--- config.mk ---
export PLATFORM = sky130hd
export DESIGN_NAME = s38584_ch3_seq
export DESIGN_NICKNAME = d
export VERILOG_FILES = /design/src/rtl/s38584_ch3_pkg.sv /design/src/rtl/s38584_ch3_qual.sv /design/src/rtl/s38584_ch3_seq.sv
export SDC_FILE = /design/constraint.sdc
export NUM_CORES = 1
export LEC_CHECK = 0
export ABC_AREA = 1
export CAP_MARGIN = 20
export CORE_MARGIN = 4
export CORE_UTILIZATION = 35
export CTS_BUF_LIST = sky130_fd_sc_hd__clkbuf_4
export DETAILED_ROUTE_END_ITERATION = 10
export HOLD_SLACK_MARGIN = 0.03
export MAX_ROUTING_LAYER = met4
export PLACE_DENSITY_LB_ADDON = 0.25
export RECOVER_POWER = 100
export SYNTH_ARGS = -nofsm -noshare
export SYNTH_HDL_FRONTEND = slang
export SYNTH_SLANG_ARGS = --single-unit
--- constraint.sdc ---
create_clock -name CK -period 1.7 [get_ports CK]
set_input_delay 0.34 -clock CK [delete_from_list [all_inputs] [get_ports CK]]
set_output_delay 0.34 -clock CK [all_outputs]
set_load 0.02 [all_outputs]
--- src/rtl/s38584_ch3_pkg.sv ---
// rtl/s38584_ch3_pkg.sv - shared types and constants for the s38584 channel-3 slot sequencer
package s38584_ch3_pkg;

    typedef enum logic [1:0] {
        IDLE = 2'd0,
        LOAD = 2'd1,
        SCAN = 2'd2,
        DONE = 2'd3
    } ch3_state_t;

    localparam int CH3_SLOTS  = 8;
    localparam int CH3_SLOT_W = 2 * CH3_SLOTS;
    localparam int CH3_QUAL_W = 10;

    // qual_vec bit positions, packed MSB first as {g4871 .. g4991}
    localparam int Q_G4871 = 9;
    localparam int Q_G4966 = 8;
    localparam int Q_G4899 = 7;
    localparam int Q_G4944 = 6;
    localparam int Q_G4843 = 5;
    localparam int Q_G4859 = 4;
    localparam int Q_G4849 = 3;
    localparam int Q_G4975 = 2;
    localparam int Q_G4983 = 1;
    localparam int Q_G4991 = 0;

endpackage

--- src/rtl/s38584_ch3_qual.sv ---
// rtl/s38584_ch3_qual.sv - combinational qualify decode for the channel-3 flag
// Ports: qual_vec (in, 10) qualifier inputs; qual_ok (out) qualify result.
module s38584_ch3_qual
    import s38584_ch3_pkg::*;
(
    input  logic [CH3_QUAL_W-1:0] qual_vec,
    output logic                  qual_ok
);

    // The block term vetoes g4871 only for the one pattern 111111000 below it.
    logic block;

    assign block = qual_vec[Q_G4966] & qual_vec[Q_G4899] & qual_vec[Q_G4944]
                 & qual_vec[Q_G4843] & qual_vec[Q_G4859] & qual_vec[Q_G4849]
                 & ~qual_vec[Q_G4975] & ~qual_vec[Q_G4983] & ~qual_vec[Q_G4991];

    assign qual_ok = qual_vec[Q_G4871] & ~block;

endmodule

--- src/rtl/s38584_ch3_seq.sv ---
// rtl/s38584_ch3_seq.sv - channel-3 slot load/scan sequencer and flag register
// Ports: CK clock; RN async active-low reset; en global enable; start begin sequence;
//        sdin serial slot data; keep_in alternate flag source; qual_vec qualifiers;
//        sel slot selector; slot_q slot register; busy not-idle; done end pulse;
//        fire channel flag; perr parity error (only with S38584_CH3_PARITY_EN).
module s38584_ch3_seq
    import s38584_ch3_pkg::*;
#(
    parameter int SLOTS = CH3_SLOTS
)
(
    input  logic                      CK,
    input  logic                      RN,
    input  logic                      en,
    input  logic                      start,
    input  logic                      sdin,
    input  logic                      keep_in,
    input  logic [CH3_QUAL_W-1:0]     qual_vec,
    output logic [$clog2(SLOTS)-1:0]  sel,
    output logic [2*SLOTS-1:0]        slot_q,
    output logic                      busy,
    output logic                      done,
    output logic                      fire
`ifdef S38584_CH3_PARITY_EN
    ,
    output logic                      perr
`endif
);

    localparam int SW    = 2 * SLOTS;
    localparam int SEL_W = $clog2(SLOTS);
    localparam int CNT_W = $clog2(SW);

    ch3_state_t        state_q, state_d;
    logic [CNT_W-1:0]  cnt_q, cnt_d;
    logic [SEL_W-1:0]  sel_q, sel_d;
    logic [SW-1:0]     slot_d;
    logic              hit_q, hit_d;
    logic              fire_q, fire_d;
    logic              qual_ok;
    logic              pair_hit;
`ifdef S38584_CH3_PARITY_EN
    logic              par_phase_q, par_phase_d;
    logic              par_q, par_d;
    logic              perr_q, perr_d;
`endif

    s38584_ch3_qual u_qual (
        .qual_vec (qual_vec),
        .qual_ok  (qual_ok)
    );

    // Both bits of the pair addressed by sel; {sel,0}/{sel,1} are 2*sel/2*sel+1.
    assign pair_hit = slot_q[{sel_q, 1'b0}] & slot_q[{sel_q, 1'b1}];

    always_comb begin
        state_d = state_q;
        cnt_d   = cnt_q;
        sel_d   = sel_q;
        slot_d  = slot_q;
        hit_d   = hit_q;
        fire_d  = fire_q;
        done    = 1'b0;
`ifdef S38584_CH3_PARITY_EN
        par_phase_d = par_phase_q;
        par_d       = par_q;
        perr_d      = perr_q;
`endif
        if (en) begin
            unique case (state_q)
                IDLE: begin
                    if (start) begin
                        state_d = LOAD;
                        cnt_d   = '0;
                        hit_d   = 1'b0;
`ifdef S38584_CH3_PARITY_EN
                        par_phase_d = 1'b0;
`endif
                    end
                end
                LOAD: begin
`ifdef S38584_CH3_PARITY_EN
                    if (par_phase_q) begin
                        // Extra cycle: the trailing serial bit is the parity bit.
                        par_d       = sdin;
                        par_phase_d = 1'b0;
                        state_d     = SCAN;
                        sel_d       = '0;
                    end else begin
                        slot_d = {slot_q[SW-2:0], sdin};
                        cnt_d  = cnt_q + CNT_W'(1);
                        if (cnt_q == CNT_W'(SW - 1)) begin
                            par_phase_d = 1'b1;
                        end
                    end
`else
                    slot_d = {slot_q[SW-2:0], sdin};
                    cnt_d  = cnt_q + CNT_W'(1);
                    if (cnt_q == CNT_W'(SW - 1)) begin
                        state_d = SCAN;
                        sel_d   = '0;
                    end
`endif
                end
                SCAN: begin
                    hit_d = hit_q | pair_hit;
                    sel_d = sel_q + SEL_W'(1);
                    if (sel_q == SEL_W'(SLOTS - 1)) begin
                        state_d = DONE;
                    end
                end
                DONE: begin
                    done    = 1'b1;
                    state_d = IDLE;
`ifdef S38584_CH3_PARITY_EN
                    perr_d = (^slot_q) ^ par_q;
                    if (!perr_d) begin
                        fire_d = qual_ok ? ~hit_q : keep_in;
                    end
`else
                    fire_d = qual_ok ? ~hit_q : keep_in;
`endif
                end
                default: state_d = IDLE;
            endcase
        end
    end

    always_ff @(posedge CK or negedge RN) begin
        if (!RN) begin
            state_q <= IDLE;
            cnt_q   <= '0;
            sel_q   <= '0;
            slot_q  <= '0;
            hit_q   <= 1'b0;
            fire_q  <= 1'b0;
`ifdef S38584_CH3_PARITY_EN
            par_phase_q <= 1'b0;
            par_q       <= 1'b0;
            perr_q      <= 1'b0;
`endif
        end else begin
            state_q <= state_d;
            cnt_q   <= cnt_d;
            sel_q   <= sel_d;
            slot_q  <= slot_d;
            hit_q   <= hit_d;
            fire_q  <= fire_d;
`ifdef S38584_CH3_PARITY_EN
            par_phase_q <= par_phase_d;
            par_q       <= par_d;
            perr_q      <= perr_d;
`endif
        end
    end

    assign sel  = sel_q;
    assign busy = (state_q != IDLE);
    assign fire = fire_q;
`ifdef S38584_CH3_PARITY_EN
    assign perr = perr_q;
`endif

endmodule

==> metrics.md <==
| Metric | Value |
|---|---|
| CTS clk-pin slew, worst paths | `about 0.15 ns` |
| Clock Latency Late Sink | `about 0.33 ns` |
| Total power draw | `around 3200 uW` |
| Hold buffers post-CTS | `0` |
| Pleak | `between 0.0009 and 0.001 uW` |
| Detail Route Antenna Nets | `0` |
| Reg-to-Reg End | `cnt_q[3]` |
| CTS Buf Count | `3` |
| Synth area leader | `dfrtp_1` |
| Cell Pwr Density | `about 1700 nW/um^2` |
| # port buffers | `37` |
| Final setup viols | `0` |
| Layout Nets | `about 210` |
| P_sw | `roughly 1400 uW` |
| Top cells by area, synth | `dfrtp_1, mux2_2, nand2_1` |
| Minimum clock period | `around 1.6 ns` |
| Initial antenna violation count | `0` |
| WS Path Type | `register to register` |
| Predominant post-synthesis flop cell | `dfrtp_1` |
| Final WL | `between 3000 and 4000 microns` |
| Sw Share | `~45%` |
| Top achievable clock speed | `between 600 and 700 MHz` |
| Reg-to-Reg Start | `state_q[0]` |
| Crit path capture | `cnt_q[3]` |
| Post-Syn Nets | `166` |
| Syn avg cell area | `between 9 and 10 sq um` |
| Measured slew at the worst slew-check pin | `approximately 0.7 ns` |
| Die area | `5060 sq um` |
| Clk sink count | `27` |
| Ys async rst share | `100%` |
| M2 GR Usage | `between 20% and 30%` |
| Mux share of post-synthesis cell area | `11.3%` |
| Die W | `a little over 70 microns` |
| Hold crit path type | `register to register` |
| Worst R2R Setup Slack | `between 0.08 and 0.09 ns` |
| Post-synth EDFFs | `0` |
| Max Slew Vio Count | `0` |
| Cell Area, Synth | `1390 sq um` |
| Vias | `1,111` |
| Final hold viol count | `0` |
| CTS root buffer | `clkbuf_4` |
| Met1 Use GR | `around 16%` |
| Commonest cells in the netlist | `nand2_1, dfrtp_1, nand3_1` |
| Rows | `22` |
| Synth Warn # | `0` |
| Part of the power in registers | `38.0%` |
| Adder-cell area share of the yosys netlist | `under 10%` |
| Synth Area in XOR/XNOR | `0%` |
| Slew HR | `a little over half` |
| Largest family of logic cells by synthesized area | `simple AND/OR/NAND/NOR gates` |
| Final Wtd Congestion | `between 0.8 and 0.9` |
| Synthesis-to-finish area growth | `33.6%` |
| Overall Global Routing Usage | `between 10% and 20%` |
| Via density | `4.69` |
| Max Root-Sink Buffers | `2` |
| HPWL Detailed | `~2300 microns` |
| Setup WS post-layout | `about 0.089 ns` |
| WP data required | `a little under 2 ns` |
| Unrepaired setup endpoints after global routing | `yes` |
| M3 GR Usage | `3.98%` |
| Max Cap Violations | `0` |
| Core box area | `about 3700 sq um` |
| 1st-pass router iterations | `4` |
| Worst setup SP type | `register` |
| CP max FO | `6` |
| Clock power frac | `between 9 and 10%` |
| Pre-CTS setup slack | `-0.234 ns` |
| CTS tree | `yes` |
| Status | `complete, no violations` |
| Yosys cell types | `21` |
| Htree depth | `1` |
| Synthesized netlist cell count | `roughly 140` |
| FILL cells | `380` |
| Final Cycle Share | `between 90% and 100%` |
| Wire length per cell | `approximately 13 microns` |
| Most frequent cell after synthesis | `nand2_1` |
| Post-synthesis sequential area ratio | `around half` |
| #FFs+latches synth | `27` |
| Worst reg2reg path depth | `9` |
| N_diodes | `0` |
| Combinational power share | `around 53%` |
| Int Power | `between 1500 and 2000 uW` |
| Largest net degree at the start of global routing | `28` |
| CP Capture Type | `register` |
| Vias in the first global route | `around 1,200` |
| IR drop worst, VDD | `between 0.9 and 1 mV` |
| Residual DRC count | `0` |
| Complex-gate fraction of the synthesized area | `5.03%` |
| Critical Path AT | `about 1.9 ns` |
| Die height | `a little over 70 microns` |
| DRT iter0 DRCs | `53` |
| Simple-gate area share of the yosys netlist | `a little under a quarter` |
| Worst setup path startpoint | `state_q[0]` |
| Share of cells above drive strength 1 | `between 20% and 30%` |
| Initial Util | `a little under two fifths` |
| Setup Skew | `about 0.0086 ns` |
| First-pass GRT wire length | `5420 microns` |
| Post-synth top area share | `between 40% and 50%` |
| Gr ovfl total | `0` |
| IO Count | `38` |
| Busiest layer in global routing | `met2` |
final cells by class:
cell class | count | area [sq um] | share of cell area, %
Clock buffer | 3 | 22.5 | 1.21
Clock inverter | 1 | 5.00 | 0.269
Inverter | 16 | 60.1 | 3.23
Multi-Input combinational cell | 98 | 653 | 35.1
Sequential cell | 27 | 676 | 36.3
Tap cell | 48 | 60.1 | 3.23
Timing Repair Buffer | 44 | 385 | 20.7
layout by cell type, fill, tap and decap left out, drive strengths merged, types with 8 or more instances in the layout:
cell,count
dfrtp,27
nand2,31
mux2,14
clkdlybuf4s50,13
nor2,10
buf,8
dlygate4sd2,19
inv,16
nand3,18
registers in the layout, summed over array words and instances, names as in the netlist:
| signal | flops |
|---|---|
| slot_q | 16 |
| sel | 3 |
| fire | 1 |
| cnt_q | 4 |
| hit_q | 1 |
| state_q | 2 |
cell families after synthesis:
logic type | after synthesis
and+or+nand+nor | 67
DFF | 27
buffers and inverters | 18
muxes | 14
AOI/OAI and AO/OA | 10
adders and majority gates | 7
per-stage QoR:
step                area, sq um   TNS, ns  instances  utilization [%]  hold slack, ns
floorplan                  1390         0        143                -          0.0444
global placement           1850    -0.225        232             49.4           0.474
detailed placement         1850    -0.267        232             49.4           0.474
CTS                        1840         0        236             49.3           0.354
global route               1860  -0.00694        237             49.7           0.548
finish                     1860         0        237             49.7           0.507
repair_timing:
| item | 4_1_cts | 5_1_grt |
|---|---|---|
| pin swaps | 0 | 1 |
| gates cloned | 0 | 0 |
| gates resized for setup | 27 | 7 |
| setup buffers | 0 | 1 |
| endpoints found under the setup margin | 21 | 4 |
worst max-delay path, cell delays in order, from the launching register on:
cell	delay (ns)
dfrtp_1	0.43
inv_1	0.08
ha_1	0.21
inv_1	0.07
buf_4	0.11
nor2_4	0.04
nor2_4	0.17
o21ai_4	0.11
nor3_1	0.22
nor3b_2	0.08
power by group through the flow:
stage	Clock, uW	Sequential [uW]	Combinational (uW)
floorplan	0	1440	810
global placement	0	1200	1790
detailed placement	0	1220	1820
CTS	310	1200	1670
global route	327	1250	1830
finish	286	1200	1670
how the worst min path moves through the flow:
stage,cells past startpoint,to,from
2_1_floorplan,0,cnt_q[0],RN
3_3_place_gp,2,fire,fire
3_5_place_dp,2,fire,fire
4_1_cts,2,cnt_q[2],RN
5_1_grt,2,fire,fire
6_report,2,fire,fire
routing by layer:
layer  share of wire, %  wire (microns)  up-vias
met5                  0               0        -
met4                  0               0        0
met3                3.6             108        0
met2                 52            1590       25
met1                 44            1340      524
li1                   -               -      562
No activity file was read; power rests on OpenSTA's default activity.
